**config.mk**
```make
export PLATFORM = sky130hd
export DESIGN_NAME = dcm_rst_seq_flat
export DESIGN_NICKNAME = d
export VERILOG_FILES = /design/src/rtl/dcm_rst_seq_if.sv /design/src/rtl/dcm_rst_seq.sv /design/src/flat_wrapper.sv
export SDC_FILE = /design/constraint.sdc
export NUM_CORES = 1
export LEC_CHECK = 0
export CORE_MARGIN = 1.5
export CORE_UTILIZATION = 60
export DETAILED_ROUTE_END_ITERATION = 6
export GPL_TIMING_DRIVEN = 0
export PLACE_DENSITY = 0.81
export SETUP_SLACK_MARGIN = 0.02
export SYNTH_ARGS = -nofsm -noshare
export SYNTH_HDL_FRONTEND = slang
export SYNTH_SLANG_ARGS = --single-unit
```
**constraint.sdc**
```tcl
create_clock -name BUS_CLK -period 4.6 [get_ports BUS_CLK]
set_clock_uncertainty 0.2 [all_clocks]
set_input_delay 0.69 -clock BUS_CLK [delete_from_list [all_inputs] [get_ports BUS_CLK]]
set_output_delay 0.69 -clock BUS_CLK [all_outputs]
set_load 0.1 [all_outputs]
```
**src/rtl/dcm_rst_seq_if.sv**
```systemverilog
// Bundle of the lock-supervisor control/status signals shared between the
// bus register block / DCM wrapper (master) and the reset sequencer (slave).
//   LOCKED       DCM lock flag, asynchronous to BUS_CLK
//   SOFT_RST     one-cycle request to force a DCM reset cycle
//   CLR_CNT      one-cycle request to clear LOSS_CNT and TIMEOUT_CNT
//   DCM_RST      reset to the DCM
//   SYS_RST      reset to downstream logic
//   READY        clocks stable, downstream logic running
//   LOSS_CNT     saturating count of lock losses while running
//   TIMEOUT_CNT  saturating count of lock timeouts
interface dcm_rst_seq_if #(
  parameter int unsigned CNT_WIDTH = 8
) ();

  logic                 LOCKED;
  logic                 SOFT_RST;
  logic                 CLR_CNT;
  logic                 DCM_RST;
  logic                 SYS_RST;
  logic                 READY;
  logic [CNT_WIDTH-1:0] LOSS_CNT;
  logic [CNT_WIDTH-1:0] TIMEOUT_CNT;

  modport master (
    output LOCKED,
    output SOFT_RST,
    output CLR_CNT,
    input  DCM_RST,
    input  SYS_RST,
    input  READY,
    input  LOSS_CNT,
    input  TIMEOUT_CNT
  );

  modport slave (
    input  LOCKED,
    input  SOFT_RST,
    input  CLR_CNT,
    output DCM_RST,
    output SYS_RST,
    output READY,
    output LOSS_CNT,
    output TIMEOUT_CNT
  );

endinterface

```
**src/rtl/dcm_rst_seq.sv**
```systemverilog
// Reset sequencer / lock supervisor for the DCM clock generator.
// Synchronises LOCKED, holds SYS_RST until lock has been stable for STABLE_CYCLES,
// re-asserts SYS_RST on lock loss and pulses DCM_RST when lock does not arrive
// within TIMEOUT_CYCLES. Keeps saturating loss/timeout counters.
// Ports:
//   BUS_CLK  single clock
//   BUS_RST  asynchronous active-high reset
//   bus_io   dcm_rst_seq_if slave: LOCKED/SOFT_RST/CLR_CNT in,
//            DCM_RST/SYS_RST/READY/LOSS_CNT/TIMEOUT_CNT out (all registered)
module dcm_rst_seq #(
  parameter int unsigned STABLE_CYCLES  = 1024,
  parameter int unsigned TIMEOUT_CYCLES = 65536,
  parameter int unsigned DCM_RST_CYCLES = 8,
  parameter int unsigned CNT_WIDTH      = 8
) (
  input  logic           BUS_CLK,
  input  logic           BUS_RST,
  dcm_rst_seq_if.slave   bus_io
);

  localparam int unsigned MaxAB =
    (STABLE_CYCLES > TIMEOUT_CYCLES) ? STABLE_CYCLES : TIMEOUT_CYCLES;
  localparam int unsigned MaxCycles = (MaxAB > DCM_RST_CYCLES) ? MaxAB : DCM_RST_CYCLES;
  localparam int unsigned CntW      = $clog2(MaxCycles);

  typedef logic [CntW-1:0]      cnt_t;
  typedef logic [CNT_WIDTH-1:0] evt_t;

  localparam cnt_t StableLast  = cnt_t'(STABLE_CYCLES - 1);
  localparam cnt_t TimeoutLast = cnt_t'(TIMEOUT_CYCLES - 1);
  localparam cnt_t DcmRstLast  = cnt_t'(DCM_RST_CYCLES - 1);

  typedef enum logic [2:0] {
    StIdle,
    StWaitLock,
    StStable,
    StRun,
    StDcmReset
  } state_e;

  state_e state_q, state_d;
  cnt_t   cnt_q, cnt_d;
  logic   sync1_q, lock_s_q;
  logic   dcm_rst_q, dcm_rst_d;
  logic   sys_rst_q, sys_rst_d;
  logic   ready_q, ready_d;
  evt_t   loss_cnt_q, loss_cnt_d;
  evt_t   timeout_cnt_q, timeout_cnt_d;
  logic   loss_inc, timeout_inc;

  always_comb begin
    state_d     = state_q;
    cnt_d       = cnt_q;
    loss_inc    = 1'b0;
    timeout_inc = 1'b0;

    // SOFT_RST wins from any state; re-entry also restarts the DCM_RST pulse.
    if (bus_io.SOFT_RST) begin
      state_d = StDcmReset;
      cnt_d   = '0;
    end else begin
      case (state_q)
        StIdle: begin
          state_d = StWaitLock;
          cnt_d   = '0;
        end
        StWaitLock: begin
          if (lock_s_q) begin
            state_d = StStable;
            cnt_d   = '0;
          end else if (cnt_q == TimeoutLast) begin
            state_d     = StDcmReset;
            cnt_d       = '0;
            timeout_inc = 1'b1;
          end else begin
            cnt_d = cnt_q + cnt_t'(1);
          end
        end
        StStable: begin
          if (!lock_s_q) begin
            state_d = StWaitLock;
            cnt_d   = '0;
          end else if (cnt_q == StableLast) begin
            state_d = StRun;
            cnt_d   = '0;
          end else begin
            cnt_d = cnt_q + cnt_t'(1);
          end
        end
        StRun: begin
          if (!lock_s_q) begin
            state_d  = StWaitLock;
            cnt_d    = '0;
            loss_inc = 1'b1;
          end
        end
        StDcmReset: begin
          if (cnt_q == DcmRstLast) begin
            state_d = StWaitLock;
            cnt_d   = '0;
          end else begin
            cnt_d = cnt_q + cnt_t'(1);
          end
        end
        default: begin
          state_d = StIdle;
          cnt_d   = '0;
        end
      endcase
    end
  end

  // Outputs decode the next state so they change on the same edge as the state.
  always_comb begin
    dcm_rst_d = (state_d == StDcmReset);
    sys_rst_d = (state_d != StRun);
    ready_d   = (state_d == StRun);
  end

  // A clear wins over a coincident increment.
  always_comb begin
    loss_cnt_d    = loss_cnt_q;
    timeout_cnt_d = timeout_cnt_q;
    if (bus_io.CLR_CNT) begin
      loss_cnt_d    = '0;
      timeout_cnt_d = '0;
    end else begin
      if (loss_inc && (loss_cnt_q != '1)) begin
        loss_cnt_d = loss_cnt_q + evt_t'(1);
      end
      if (timeout_inc && (timeout_cnt_q != '1)) begin
        timeout_cnt_d = timeout_cnt_q + evt_t'(1);
      end
    end
  end

  always_ff @(posedge BUS_CLK or posedge BUS_RST) begin
    if (BUS_RST) begin
      state_q       <= StIdle;
      cnt_q         <= '0;
      sync1_q       <= 1'b0;
      lock_s_q      <= 1'b0;
      dcm_rst_q     <= 1'b0;
      sys_rst_q     <= 1'b1;
      ready_q       <= 1'b0;
      loss_cnt_q    <= '0;
      timeout_cnt_q <= '0;
    end else begin
      state_q       <= state_d;
      cnt_q         <= cnt_d;
      sync1_q       <= bus_io.LOCKED;
      lock_s_q      <= sync1_q;
      dcm_rst_q     <= dcm_rst_d;
      sys_rst_q     <= sys_rst_d;
      ready_q       <= ready_d;
      loss_cnt_q    <= loss_cnt_d;
      timeout_cnt_q <= timeout_cnt_d;
    end
  end

  assign bus_io.DCM_RST     = dcm_rst_q;
  assign bus_io.SYS_RST     = sys_rst_q;
  assign bus_io.READY       = ready_q;
  assign bus_io.LOSS_CNT    = loss_cnt_q;
  assign bus_io.TIMEOUT_CNT = timeout_cnt_q;

endmodule

```
**src/flat_wrapper.sv**
```systemverilog
// flat-port wrapper written by rule: the top's interface ports become plain ports
module dcm_rst_seq_flat 
#(
  parameter int unsigned STABLE_CYCLES  = 1024,
  parameter int unsigned TIMEOUT_CYCLES = 65536,
  parameter int unsigned DCM_RST_CYCLES = 8,
  parameter int unsigned CNT_WIDTH      = 8
)
  (BUS_CLK, BUS_RST, bus_io_LOCKED, bus_io_SOFT_RST, bus_io_CLR_CNT, bus_io_DCM_RST, bus_io_SYS_RST, bus_io_READY, bus_io_LOSS_CNT, bus_io_TIMEOUT_CNT);
  dcm_rst_seq_if #(.CNT_WIDTH(CNT_WIDTH)) bus_io_i ();
  input  logic BUS_CLK;
  input  logic BUS_RST;
  input wire logic [$bits(bus_io_i.LOCKED)-1:0] bus_io_LOCKED;
  input wire logic [$bits(bus_io_i.SOFT_RST)-1:0] bus_io_SOFT_RST;
  input wire logic [$bits(bus_io_i.CLR_CNT)-1:0] bus_io_CLR_CNT;
  output wire logic [$bits(bus_io_i.DCM_RST)-1:0] bus_io_DCM_RST;
  output wire logic [$bits(bus_io_i.SYS_RST)-1:0] bus_io_SYS_RST;
  output wire logic [$bits(bus_io_i.READY)-1:0] bus_io_READY;
  output wire logic [$bits(bus_io_i.LOSS_CNT)-1:0] bus_io_LOSS_CNT;
  output wire logic [$bits(bus_io_i.TIMEOUT_CNT)-1:0] bus_io_TIMEOUT_CNT;
  assign bus_io_i.LOCKED = bus_io_LOCKED;
  assign bus_io_i.SOFT_RST = bus_io_SOFT_RST;
  assign bus_io_i.CLR_CNT = bus_io_CLR_CNT;
  assign bus_io_DCM_RST = bus_io_i.DCM_RST;
  assign bus_io_SYS_RST = bus_io_i.SYS_RST;
  assign bus_io_READY = bus_io_i.READY;
  assign bus_io_LOSS_CNT = bus_io_i.LOSS_CNT;
  assign bus_io_TIMEOUT_CNT = bus_io_i.TIMEOUT_CNT;
  dcm_rst_seq #(.STABLE_CYCLES(STABLE_CYCLES), .TIMEOUT_CYCLES(TIMEOUT_CYCLES), .DCM_RST_CYCLES(DCM_RST_CYCLES), .CNT_WIDTH(CNT_WIDTH)) u_core (.BUS_CLK(BUS_CLK), .BUS_RST(BUS_RST), .bus_io(bus_io_i));
endmodule
```
* After elaboration in Yosys (flattened, before gate mapping)
Cells that the tools add are included.
Operators by class: muxes and demuxes 27, add/subtract/negate cells 3, reductions and logical operators 5, eq/ne operators 13
Operators by type and width (count):
- $mux 16 | 7
- $pmux 16 s4 | 1
- $mux 8 | 4
- $mux 3 | 7
- $add 16x1->16 const B | 1
- $add 8x1->8 const B | 2
- $eq 16x10->1 const B | 1
- $eq 16x16->1 const B | 1
- $eq 16x3->1 const B | 1
- $ne 8x8->1 const B | 2
- $pmux 3 s5 | 1
- $eq 3x2->1 const B | 3
- $mux 1 | 7
- $eq 3x3->1 const B | 2
- $reduce_bool 2->1 | 2
- $eq 3x1->1 const B | 1
- $logic_not 3->1 | 1
- $ne 3x2->1 const B | 1
- $ne 3x3->1 const B | 1
- $logic_and 1x1->1 | 2
Word-level totals: output and inout port bits 19, bits of input ports 5, word-level logic and storage cells 57, register bits after elaboration 40

* Longest topological paths before layout
Gate-level depths: netlist of run 1.
depth in word-level cells 8, mapped depth 7, depth with buffers taken out 6

* Worst setup path before layout of run 1
No wires, ideal clock.
path type reg2reg, start register u_core.timeout_cnt_q[2], in the netlist u_core.bus_io.TIMEOUT_CNT[2], end register u_core.timeout_cnt_q[3], in the netlist u_core.bus_io.TIMEOUT_CNT[3], path buffers 0, required time 4.322 ns, path slack 2.070 ns, library setup time 0.078 ns, arrival 2.253 ns, stages on the path, launching flop included 6, clock period less this slack 2.530 ns, cell sequence dfrtp_1 and4_1 a41oi_1 nand3_4 or4_1 a21oi_1
On the way: cells in the longest elaborated chain, start to end 3, elaborated cells between the ends (all ways) 6, classes of those cells add/sub (1); eq/ne (1); mux (2); reduce/logical (2)
Ends and longest elaborated chain:
- start, declared | RTL line dcm_rst_seq.sv:48 | evt_t timeout_cnt_q, timeout_cnt_d;
- start signal, assigned | RTL line dcm_rst_seq.sv:157 | timeout_cnt_q <= timeout_cnt_d;
- $add 8x1->8 / $ne 8x8->1 (equally long branches) | RTL line dcm_rst_seq.sv:132, dcm_rst_seq.sv:131
- $mux 8 / $logic_and 1x1->1 (equally long branches) | RTL line dcm_rst_seq.sv:131 | if (timeout_inc && (timeout_cnt_q != '1)) begin
- $mux 8 / $reduce_bool 2->1 (equally long branches)
Several ways; a longest one is shown, not always the timed one. The select of a mux whose other input is x is not followed. A chain may end at the register's enable or synchronous reset.

* Final worst setup path of run 1
start register u_core.loss_cnt_q[2], in the netlist u_core.bus_io.LOSS_CNT[2], end output bus_io_LOSS_CNT[2]
RTL lines:
- start, declared | RTL line dcm_rst_seq.sv:47 | evt_t loss_cnt_q, loss_cnt_d;
- start signal, assigned | RTL line dcm_rst_seq.sv:156 | loss_cnt_q <= loss_cnt_d;
- end, declared | RTL line flat_wrapper.sv:19 | output wire logic [$bits(bus_io_i.LOSS_CNT)-1:0] bus_io_LOSS_CNT;
No word-level cell between the ends.

==> results of run 1 <==
cell type report:
type	count	area [um2]
multi-input cells	160	1052
well taps	46	57.56
repair buffers	22	220.2
fillers	274	895.9
clock inverters	3	18.77
plain buffers	9	45.04
clock buffers	5	37.54
flip-flops and latches	40	1002
inverters	9	33.78
report_power, final:
group	total (W)	switching, W	internal [W]
Sequential	0.000361	0.00000492	0.000356
Clock	0.000179	0.000120	0.0000587
Combinational	0.0000349	0.0000244	0.0000105
Total	0.000575	0.000150	0.000425
cells in the final DEF, fill, tap and decap left out, drive strengths merged, types with 4 or more instances in the layout:
cell / n
nand4: 9
xnor2: 5
clkbuf: 9
inv: 9
o21ai: 10
nand2: 16
nor3: 6
xor2: 14
nor4: 4
nor2: 17
clkdlybuf4s50: 22
buf: 5
a21oi: 20
nand3: 14
or4: 4
o31ai: 6
dfrtp: 39
nor4b: 4
synthesized netlist by cell type (5+ instances only):
cell type	count	area share (%)
dfrtp_1	39	46
a21oi_1	20	4.7
nand2_1	16	2.8
nor2_1	16	2.8
xor2_1	14	5.7
nand3_1	13	3.0
o21ai_0	10	2.3
inv_1	9	1.6
nand4_1	8	2.3
o31ai_1	6	2.1
nor3_1	5	1.2
xnor2_1	5	2.1
metal layers:
metal	routed length, um	part of all wire [%]
met2	2034	47
met1	2057	48
met3	173	4.0
met5	0	0
met4	59	1.4
worst register-to-register path: stages, from the launching register on:
cell and delay, ns:
dfrtp_1 0.43, ha_1 0.26, nand4_2 0.22, nor3_2 0.36
a41oi_1 0.22, a21oi_1 0.46, buf_2 0.31, a21oi_1 0.10
per-stage QoR:
step / instances / area [um2] / power (W) / setup WS (ns) / utilization (%)
after floorplan: 218 / 2133 / 0.0003910 / 2.070 / -
after global placement: 286 / 2411 / 0.0004021 / 1.599 / 71.69
after detailed placement: 286 / 2411 / 0.0004029 / 1.594 / 71.69
after CTS: 294 / 2467 / 0.0005791 / 1.699 / 73.36
after global routing: 294 / 2467 / 0.0006033 / 1.629 / 73.36
final: 294 / 2467 / 0.0005753 / 1.713 / 73.36
path summary, 6_finish.rpt:
path / cells after the start / start / slack [ns] / endpoint
max in group asynchronous: 2 / BUS_RST / 3.09 / u_core.state_q[1]
min in group asynchronous: 2 / BUS_RST / 0.60 / u_core.bus_io.LOSS_CNT[5]
min: 0 / u_core.sync1_q / 0.17 / u_core.lock_s_q
max reg2reg: 7 / u_core.cnt_q[1] / 1.93 / u_core.cnt_q[11]
min reg2reg: 0 / u_core.sync1_q / 0.17 / u_core.lock_s_q
max: 1 / u_core.bus_io.LOSS_CNT[2] / 1.71 / bus_io_LOSS_CNT[2]
flip-flops by register name, summed over array words and instances, names as in the netlist:
| register | count |
|---|---|
| u_core.bus_io.LOSS_CNT | 8 |
| u_core.bus_io.READY | 1 |
| u_core.cnt_q | 16 |
| u_core.bus_io.TIMEOUT_CNT | 8 |
| u_core.state_q | 3 |
| u_core.lock_s_q | 1 |
| u_core.sync1_q | 1 |
| u_core.bus_io.DCM_RST | 1 |
| u_core.bus_io.SYS_RST | 1 |
kinds of logic after synthesis:
kind of cell,after synthesis
compound gates,46
xor+xnor,19
fa+ha+maj,3
buf+inv,18
flops,40
mux,3
simple gates,89
==> impl_metrics.env, run 1 <==
export IMPL_ys_async_sr_fraction_pct=100.0
export IMPL_cts_repair_resized=0
export IMPL_slowest_stage="clkdlybuf4s50_1"
export IMPL_synth_compound_area_share_pct=13.37
export IMPL_cts_root_buf="clkbuf_4"
export IMPL_hpwl_um=3045
export IMPL_max_freq_mhz=346.4
export IMPL_fin_nets=255
export IMPL_grt_pass1_wl_um=7576
export IMPL_portBuffers=22
export IMPL_worst_pin_slew_ns=0.9697
export IMPL_cts_buffer_depth=2
export IMPL_whs_ns=0.1748
export IMPL_post_cts_buffers=0
export IMPL_post_route_period_util_pct=62.75
export IMPL_cp_cell_sequence="clkdlybuf4s50_1"
export IMPL_status="finished, final reports clean"
export IMPL_critical_path_top_delay_family="buffers and inverters"
export IMPL_yosys_area_share_simple_pct=24.99
export IMPL_crit_path_max_fanout=6
export IMPL_synth_mux_area_share_pct=1.408
export IMPL_drt_iter0_markers=113
export IMPL_synth_top_family_by_area="simple AND/OR/NAND/NOR gates"
export IMPL_cp_arrival_ns=2.00
export IMPL_crit_type="register to primary output"
export IMPL_area_delta_synth_final_pct=15.66
export IMPL_grt_overflow=0
export IMPL_slew_headroom_pct=35.15
export IMPL_synth_cells=218
export IMPL_drc=0
export IMPL_synth_avg_cell_area_um2=9.786
export IMPL_cts_hold_buf=0
export IMPL_track_usage_pct=24.68
export IMPL_synth_nets=226
export IMPL_crit_buf_inv=1
export IMPL_drt_wl_total_um=4324
export IMPL_start_util_pct=63.43
export IMPL_end_kind="primary output"
export IMPL_gp_congestion=0.8568
export IMPL_p_per_area_nw_per_um2=233.2
export IMPL_drt_antenna_violating_nets=0
export IMPL_io_pins=24
export IMPL_htreeDepth=2
export IMPL_viasPerCell=5.980
export IMPL_die_w_um=62.63
export IMPL_grt_max_degree=41
export IMPL_vias=1758
export IMPL_wl_per_cell_um=14.71
export IMPL_irDropWorstVdd_mv=0.1811
export IMPL_cts_tree="done"
export IMPL_maxCapViolCount=0
export IMPL_diodes=0
export IMPL_final_hold_violation_count=0
export IMPL_grt_pass1_vias=1681
export IMPL_die_height_um=62.63
export IMPL_syn_cell_area_um2=2133
export IMPL_start_kind="register"
export IMPL_ys_flop_type="dfrtp_1"
export IMPL_ys_warn_count=0
export IMPL_grt_most_used_layer="met2"
export IMPL_synth_edf_count=0
export IMPL_yosysSeqAreaShare_pct=46.98
export IMPL_use_met3_pct=5.586
export IMPL_ys_ff_latch=40
export IMPL_setup_tns_final_ns=0
export IMPL_fin_crit_ns=2.887
export IMPL_finalMaxSlewViolations=0
export IMPL_max_stage_delay_ns=1.17
export IMPL_antenna_found_initial=0
export IMPL_cts_buffers=5
export IMPL_finalSetupViolations=0
export IMPL_synth_xor_area_share_pct=7.801
export IMPL_clk_pin_slew_ns=0.12
export IMPL_rows=21
export IMPL_insertion_delay_ns=0.36
export IMPL_clkSinkCount=40
export IMPL_rsz0062_at_grt="false"
export IMPL_grtUsageMet2_pct=40.73
export IMPL_dieArea_um2=3922
export IMPL_ys_types=46
export IMPL_hold_path_class="register to register"
export IMPL_core_um2=3363
export IMPL_total_leakage_power_nw=1.020
export IMPL_met1_usage_pct=31.77
export IMPL_synth_adder_area_share_pct=1.760
export IMPL_firstDrtPassIters=4
export IMPL_crit_required_ns=3.71
export IMPL_drive_gt1_share_pct=8.871
No activity file was read; power rests on OpenSTA's default activity.
==> run 2: changes to the inputs <==
--- a/config.mk
+++ b/config.mk
@@ -6,10 +6,10 @@
 export NUM_CORES = 1
 export LEC_CHECK = 0
 export CORE_MARGIN = 1.5
-export CORE_UTILIZATION = 60
+export CORE_UTILIZATION = 56
 export DETAILED_ROUTE_END_ITERATION = 6
 export GPL_TIMING_DRIVEN = 0
-export PLACE_DENSITY = 0.81
+export PLACE_DENSITY = 0.77
 export SETUP_SLACK_MARGIN = 0.02
 export SYNTH_ARGS = -nofsm -noshare
 export SYNTH_HDL_FRONTEND = slang
==> constraint.sdc (replaced) <==
create_clock -name BUS_CLK -period 2.9 [get_ports BUS_CLK]
set_clock_uncertainty 0.2 [all_clocks]
set_input_delay 0.435 -clock BUS_CLK [delete_from_list [all_inputs] [get_ports BUS_CLK]]
set_output_delay 0.435 -clock BUS_CLK [all_outputs]
set_load 0.1 [all_outputs]
==> run 2 against run 1 <==
  * Die area rose by 6.8%
  * Register-to-register slack got worse by 1.6 ns
  * Sequential share of layout area fell by 0.93 points
  * Flip-flop and latch count did not move
  * Global-route usage fell by 1.6 points
  * Sequential power rose by 58%
  * Non-clock buffer count did not move
==> impl_metrics.env, run 2 (same netlist as run 1, synthesis figures left out) <==
export IMPL_post_route_period_util_pct=89.25
export IMPL_finalMaxSlewViolations=0
export IMPL_grt_pass1_vias=1566
export IMPL_largest_reg_flops=16
export IMPL_setup_tns_final_ns=0
export IMPL_status="finished, final reports clean"
export IMPL_fin_nets=255
export IMPL_layout_commonest_cell="dfrtp_1"
export IMPL_ff2ff_setup_slack_ns=0.31
export IMPL_total_leakage_power_nw=1.041
export IMPL_final_cells=296
export IMPL_htreeDepth=2
export IMPL_end_kind="register"
export IMPL_rows=22
export IMPL_clkSinkCount=40
export IMPL_worst_pin_slew_ns=0.9765
export IMPL_insertion_delay_ns=0.30
export IMPL_p_per_area_nw_per_um2=427.3
export IMPL_cts_tree="done"
export IMPL_final_cell_mix="dfrtp_1, clkdlybuf4s50_1, a21oi_1"
export IMPL_final_hold_violation_count=0
export IMPL_core_um2=3661
export IMPL_cts_buffer_depth=2
export IMPL_cts_root_buf="clkbuf_8"
export IMPL_irDropWorstVdd_mv=0.3648
export IMPL_fin_crit_ns=2.588
export IMPL_ff2ff_path_depth=7
export IMPL_rsz0062_at_grt="false"
export IMPL_crit_path_max_fanout=10
export IMPL_post_cts_buffers=0
export IMPL_clk_pin_slew_ns=0.08
export IMPL_hpwl_um=2995
export IMPL_die_height_um=64.72
export IMPL_drive_gt1_share_pct=8.871
export IMPL_maxCapViolCount=0
export IMPL_diodes=0
export IMPL_viasPerCell=5.838
export IMPL_io_pins=24
export IMPL_crit_path_end="u_core.cnt_q[11]"
export IMPL_detailed_place_area_um2=2414
export IMPL_finalSetupViolations=0
export IMPL_drt_wl_total_um=4307
export IMPL_dieArea_um2=4189
export IMPL_wl_per_cell_um=14.55
export IMPL_grt_max_degree=41
export IMPL_die_w_um=64.72
export IMPL_final_area_um2=2525
export IMPL_grt_pass1_wl_um=7383
export IMPL_vias=1728
export IMPL_max_freq_mhz=386.4
export IMPL_firstDrtPassIters=4
export IMPL_drt_iter0_markers=125
export IMPL_drc=0
export IMPL_track_usage_pct=23.07
export IMPL_r2r_start="u_core.cnt_q[0]"
export IMPL_cp_startpoint="u_core.cnt_q[0]"
export IMPL_slew_headroom_pct=34.69
export IMPL_drt_antenna_violating_nets=0
export IMPL_start_kind="register"
export IMPL_cts_hold_buf=0
export IMPL_hold_path_startpoint="u_core.sync1_q"
export IMPL_dp_cells=288
export IMPL_fillCellCount=301
export IMPL_gp_congestion=0.8216
export IMPL_antenna_found_initial=0
export IMPL_cp_arrival_ns=2.55
export IMPL_regMostFlops="u_core.cnt_q"
export IMPL_area_delta_synth_final_pct=18.36
export IMPL_crit_type="register to register"
export IMPL_grt_overflow=0
export IMPL_hold_path_class="register to register"
export IMPL_start_util_pct=58.27
export IMPL_cts_buffers=5
export IMPL_portBuffers=22
export IMPL_crit_required_ns=2.86
export IMPL_reg2reg_to="u_core.cnt_q[11]"
-- run 2: how the worst min path moves through the flow --
stage | to | slack, ns | cells after the start
floorplan | u_core.lock_s_q | 0.13 | 0
global placement | u_core.lock_s_q | 0.14 | 0
detailed placement | u_core.lock_s_q | 0.14 | 0
CTS | u_core.lock_s_q | 0.15 | 0
global route | u_core.lock_s_q | 0.16 | 0
finish | u_core.lock_s_q | 0.15 | 0
-- run 2: per-layer routing --
| layer | part of all wire, % | vias to the layer above | GRT usage [%] |
|---|---|---|---|
| met5 | 0 | - | 0 |
| met3 | 4.7 | 5 | 7.118 |
| met2 | 45 | 44 | 34.54 |
| met4 | 1.2 | 0 | 8.511 |
| met1 | 49 | 826 | 31.51 |
| li1 | - | 853 | - |
-- run 2: layout make-up --
class | instances | area [um2] | share of cell area [%]
clock inverter | 2 | 35.03 | 1.388
tap | 48 | 60.06 | 2.379
inverter | 9 | 33.78 | 1.338
clock buffer | 6 | 72.57 | 2.874
multi-input combinational | 160 | 1056 | 41.82
buffer | 9 | 45.04 | 1.784
sequential | 40 | 1002 | 39.69
timing repair buffer | 22 | 220.2 | 8.722
-- run 2: timing repair --
action                                 in CTS  in global routing
setup endpoints to repair                   0                 10
endpoints found under the hold margin       0                  0
resized for setup                           0                  1
-- run 2: where the power goes --
part | internal (W) | switching [W]
Sequential | 0.000565 | 0.00000742
Combinational | 0.0000168 | 0.0000381
Clock | 0.000255 | 0.000197
-- run 2: critical path, cell delays in order, from the launching register on --
cell and delay, ns:
dfrtp_1 0.41, ha_1 0.26, nand4_2 0.22, nor3_2 0.38
a41oi_1 0.25, a21oi_2 0.35, buf_2 0.28, a21oi_1 0.11
-- run 2: metrics by stage --
step / power [W] / hold WS (ns) / utilization, % / worst slack, ns
4_1_cts: 0.001089 / 0.1549 / 68.87 / 0.1928
3_5_place_dp: 0.0006381 / 0.1379 / 65.93 / 0.1553
5_1_grt: 0.001121 / 0.1627 / 68.97 / 0.1327
2_1_floorplan: 0.0006201 / 0.1312 / - / 0.3696
3_3_place_gp: 0.0006377 / 0.1373 / 65.93 / 0.1349
6_report: 0.001079 / 0.1523 / 68.97 / 0.3119
==> run 3: changes to the inputs <==
--- a/config.mk
+++ b/config.mk
@@ -9,6 +9,7 @@
 export CORE_UTILIZATION = 56
 export DETAILED_ROUTE_END_ITERATION = 6
 export GPL_TIMING_DRIVEN = 0
+export MAX_ROUTING_LAYER = met4
 export PLACE_DENSITY = 0.77
 export SETUP_SLACK_MARGIN = 0.02
 export SYNTH_ARGS = -nofsm -noshare
==> run 3 against run 2 <==
  * Worst setup slack better by 0.0053 ns
  * Cell area stayed put
  * Core utilization stayed put
  * Power hardly changed
  * Fmax is 0.21% higher
  * Count of clock-buffer cells in the layout stayed put
==> impl_metrics.env, run 3 (same netlist as run 1, synthesis figures left out) <==
export IMPL_firstDrtPassIters=4
export IMPL_gp_congestion=0.8339
export IMPL_drt_antenna_violating_nets=0
export IMPL_slowest_stage="dfrtp_1"
export IMPL_cts_hold_buf=0
export IMPL_cts_buffer_depth=2
export IMPL_fillCellCount=301
export IMPL_crit_required_ns=2.86
export IMPL_status="finished, final reports clean"
export IMPL_layout_commonest_cell="dfrtp_1"
export IMPL_htreeDepth=2
export IMPL_largest_reg_flops=16
export IMPL_final_cell_mix="dfrtp_1, clkdlybuf4s50_1, a21oi_1"
export IMPL_register_area_um2=1002
export IMPL_insertion_delay_ns=0.30
export IMPL_fin_nets=255
export IMPL_final_hold_violation_count=0
export IMPL_end_kind="register"
export IMPL_drt_wl_total_um=4288
export IMPL_crit_type="register to register"
export IMPL_hold_path_class="register to register"
export IMPL_clk_pin_slew_ns=0.08
export IMPL_portBuffers=22
export IMPL_viasPerCell=5.858
export IMPL_start_util_pct=58.27
export IMPL_grt_pass1_wl_um=7376
export IMPL_start_kind="register"
export IMPL_p_per_area_nw_per_um2=427.2
export IMPL_worst_pin_slew_ns=0.9767
export IMPL_drt_iter0_markers=129
export IMPL_slew_headroom_pct=34.69
export IMPL_post_route_period_util_pct=89.06
export IMPL_cp_cell_sequence="ha_1, nand4_2, nor3_2, a41oi_1, a21oi_2, buf_2, a21oi_1"
export IMPL_track_usage_pct=23.71
export IMPL_clkSinkCount=40
export IMPL_max_freq_mhz=387.2
export IMPL_total_leakage_power_nw=1.041
export IMPL_core_um2=3661
export IMPL_cts_root_buf="clkbuf_8"
export IMPL_fin_ws_ns=0.3172
export IMPL_crit_buf_inv=1
export IMPL_wl_per_cell_um=14.49
export IMPL_dpl_worst_slack_ns=0.1553
export IMPL_area_delta_synth_final_pct=18.36
export IMPL_finalSetupViolations=0
export IMPL_fin_crit_ns=2.583
export IMPL_cts_tree="done"
export IMPL_cts_buffers=5
export IMPL_vias=1734
export IMPL_die_w_um=64.72
export IMPL_antenna_found_initial=0
export IMPL_post_cts_buffers=0
export IMPL_regMostFlops="u_core.cnt_q"
export IMPL_dieArea_um2=4189
export IMPL_rows=22
export IMPL_diodes=0
export IMPL_setup_tns_final_ns=0
export IMPL_drive_gt1_share_pct=8.871
export IMPL_rsz0062_at_grt="false"
export IMPL_max_stage_delay_ns=0.41
export IMPL_hpwl_um=2995
export IMPL_finalMaxSlewViolations=0
export IMPL_grt_max_degree=41
export IMPL_die_height_um=64.72
export IMPL_io_pins=24
export IMPL_grt_pass1_vias=1567
export IMPL_irDropWorstVdd_mv=0.3645
export IMPL_maxCapViolCount=0
export IMPL_crit_path_max_fanout=10
export IMPL_critical_path_top_delay_family="compound AO/OA/AOI/OAI gates"
export IMPL_drc=0
export IMPL_multiInputGateArea_um2=1056
export IMPL_grt_overflow=0
export IMPL_cp_arrival_ns=2.54
[run 3: cell type report]
type / count / share of cell area, %
multi-input combinational: 160 / 41.82
sequential: 40 / 39.69
timing repair buffer: 22 / 8.722
clock buffer: 6 / 2.874
clock inverter: 2 / 1.388
tap: 48 / 2.379
inverter: 9 / 1.338
buffer: 9 / 1.784
[run 3: worst register-to-register path, delay by kind of cell (launching register included)]
family,cells,cell delay [ns]
AOI/OAI and AO/OA,3,0.71
adders and majority gates,1,0.26
buffers and inverters,1,0.29
DFF,1,0.41
and+or+nand+nor,2,0.59
[run 3: what timing repair did]
item,CTS,global route
hold endpoints to repair,0,0
endpoints found under the setup margin,0,10
resized for setup,0,1
[run 3: final timing paths]
check,startpoint,to,slack [ns],depth (start not counted)
setup / recovery,u_core.cnt_q[0],u_core.cnt_q[11],0.32,7
hold / removal,u_core.sync1_q,u_core.lock_s_q,0.15,0
setup reg to reg,u_core.cnt_q[0],u_core.cnt_q[11],0.32,7
hold reg to reg,u_core.sync1_q,u_core.lock_s_q,0.15,0
max in group asynchronous,BUS_RST,u_core.bus_io.LOSS_CNT[0],1.57,2
min in group asynchronous,BUS_RST,u_core.bus_io.TIMEOUT_CNT[3],0.41,2
[run 3: where the power goes]
part / switching, W / internal (W) / total [W]
Combinational: 0.0000381 / 0.0000167 / 0.0000548
Clock: 0.000196 / 0.000255 / 0.000452
Sequential: 0.00000742 / 0.000565 / 0.000572
Total: 0.000242 / 0.000837 / 0.00108
[run 3: layer usage]
layer | vias to the layer above | global-route usage (%) | part of all wire, %
met3 | 9 | 7.118 | 4.8
met1 | 824 | 31.51 | 49
li1 | 853 | - | -
met4 | 0 | 8.511 | 1.5
met2 | 48 | 34.54 | 45
met5 | - | - | 0
[run 3: metrics by stage]
stage	cell area, um2	power, W	instances	hold WS [ns]	utilization [%]
floorplan	2133	0.0006201	218	0.1312	-
global placement	2414	0.0006377	288	0.1373	65.93
detailed placement	2414	0.0006381	288	0.1379	65.93
CTS	2521	0.001089	296	0.1549	68.87
global route	2525	0.001121	296	0.1627	68.97
finish	2525	0.001079	296	0.1519	68.97
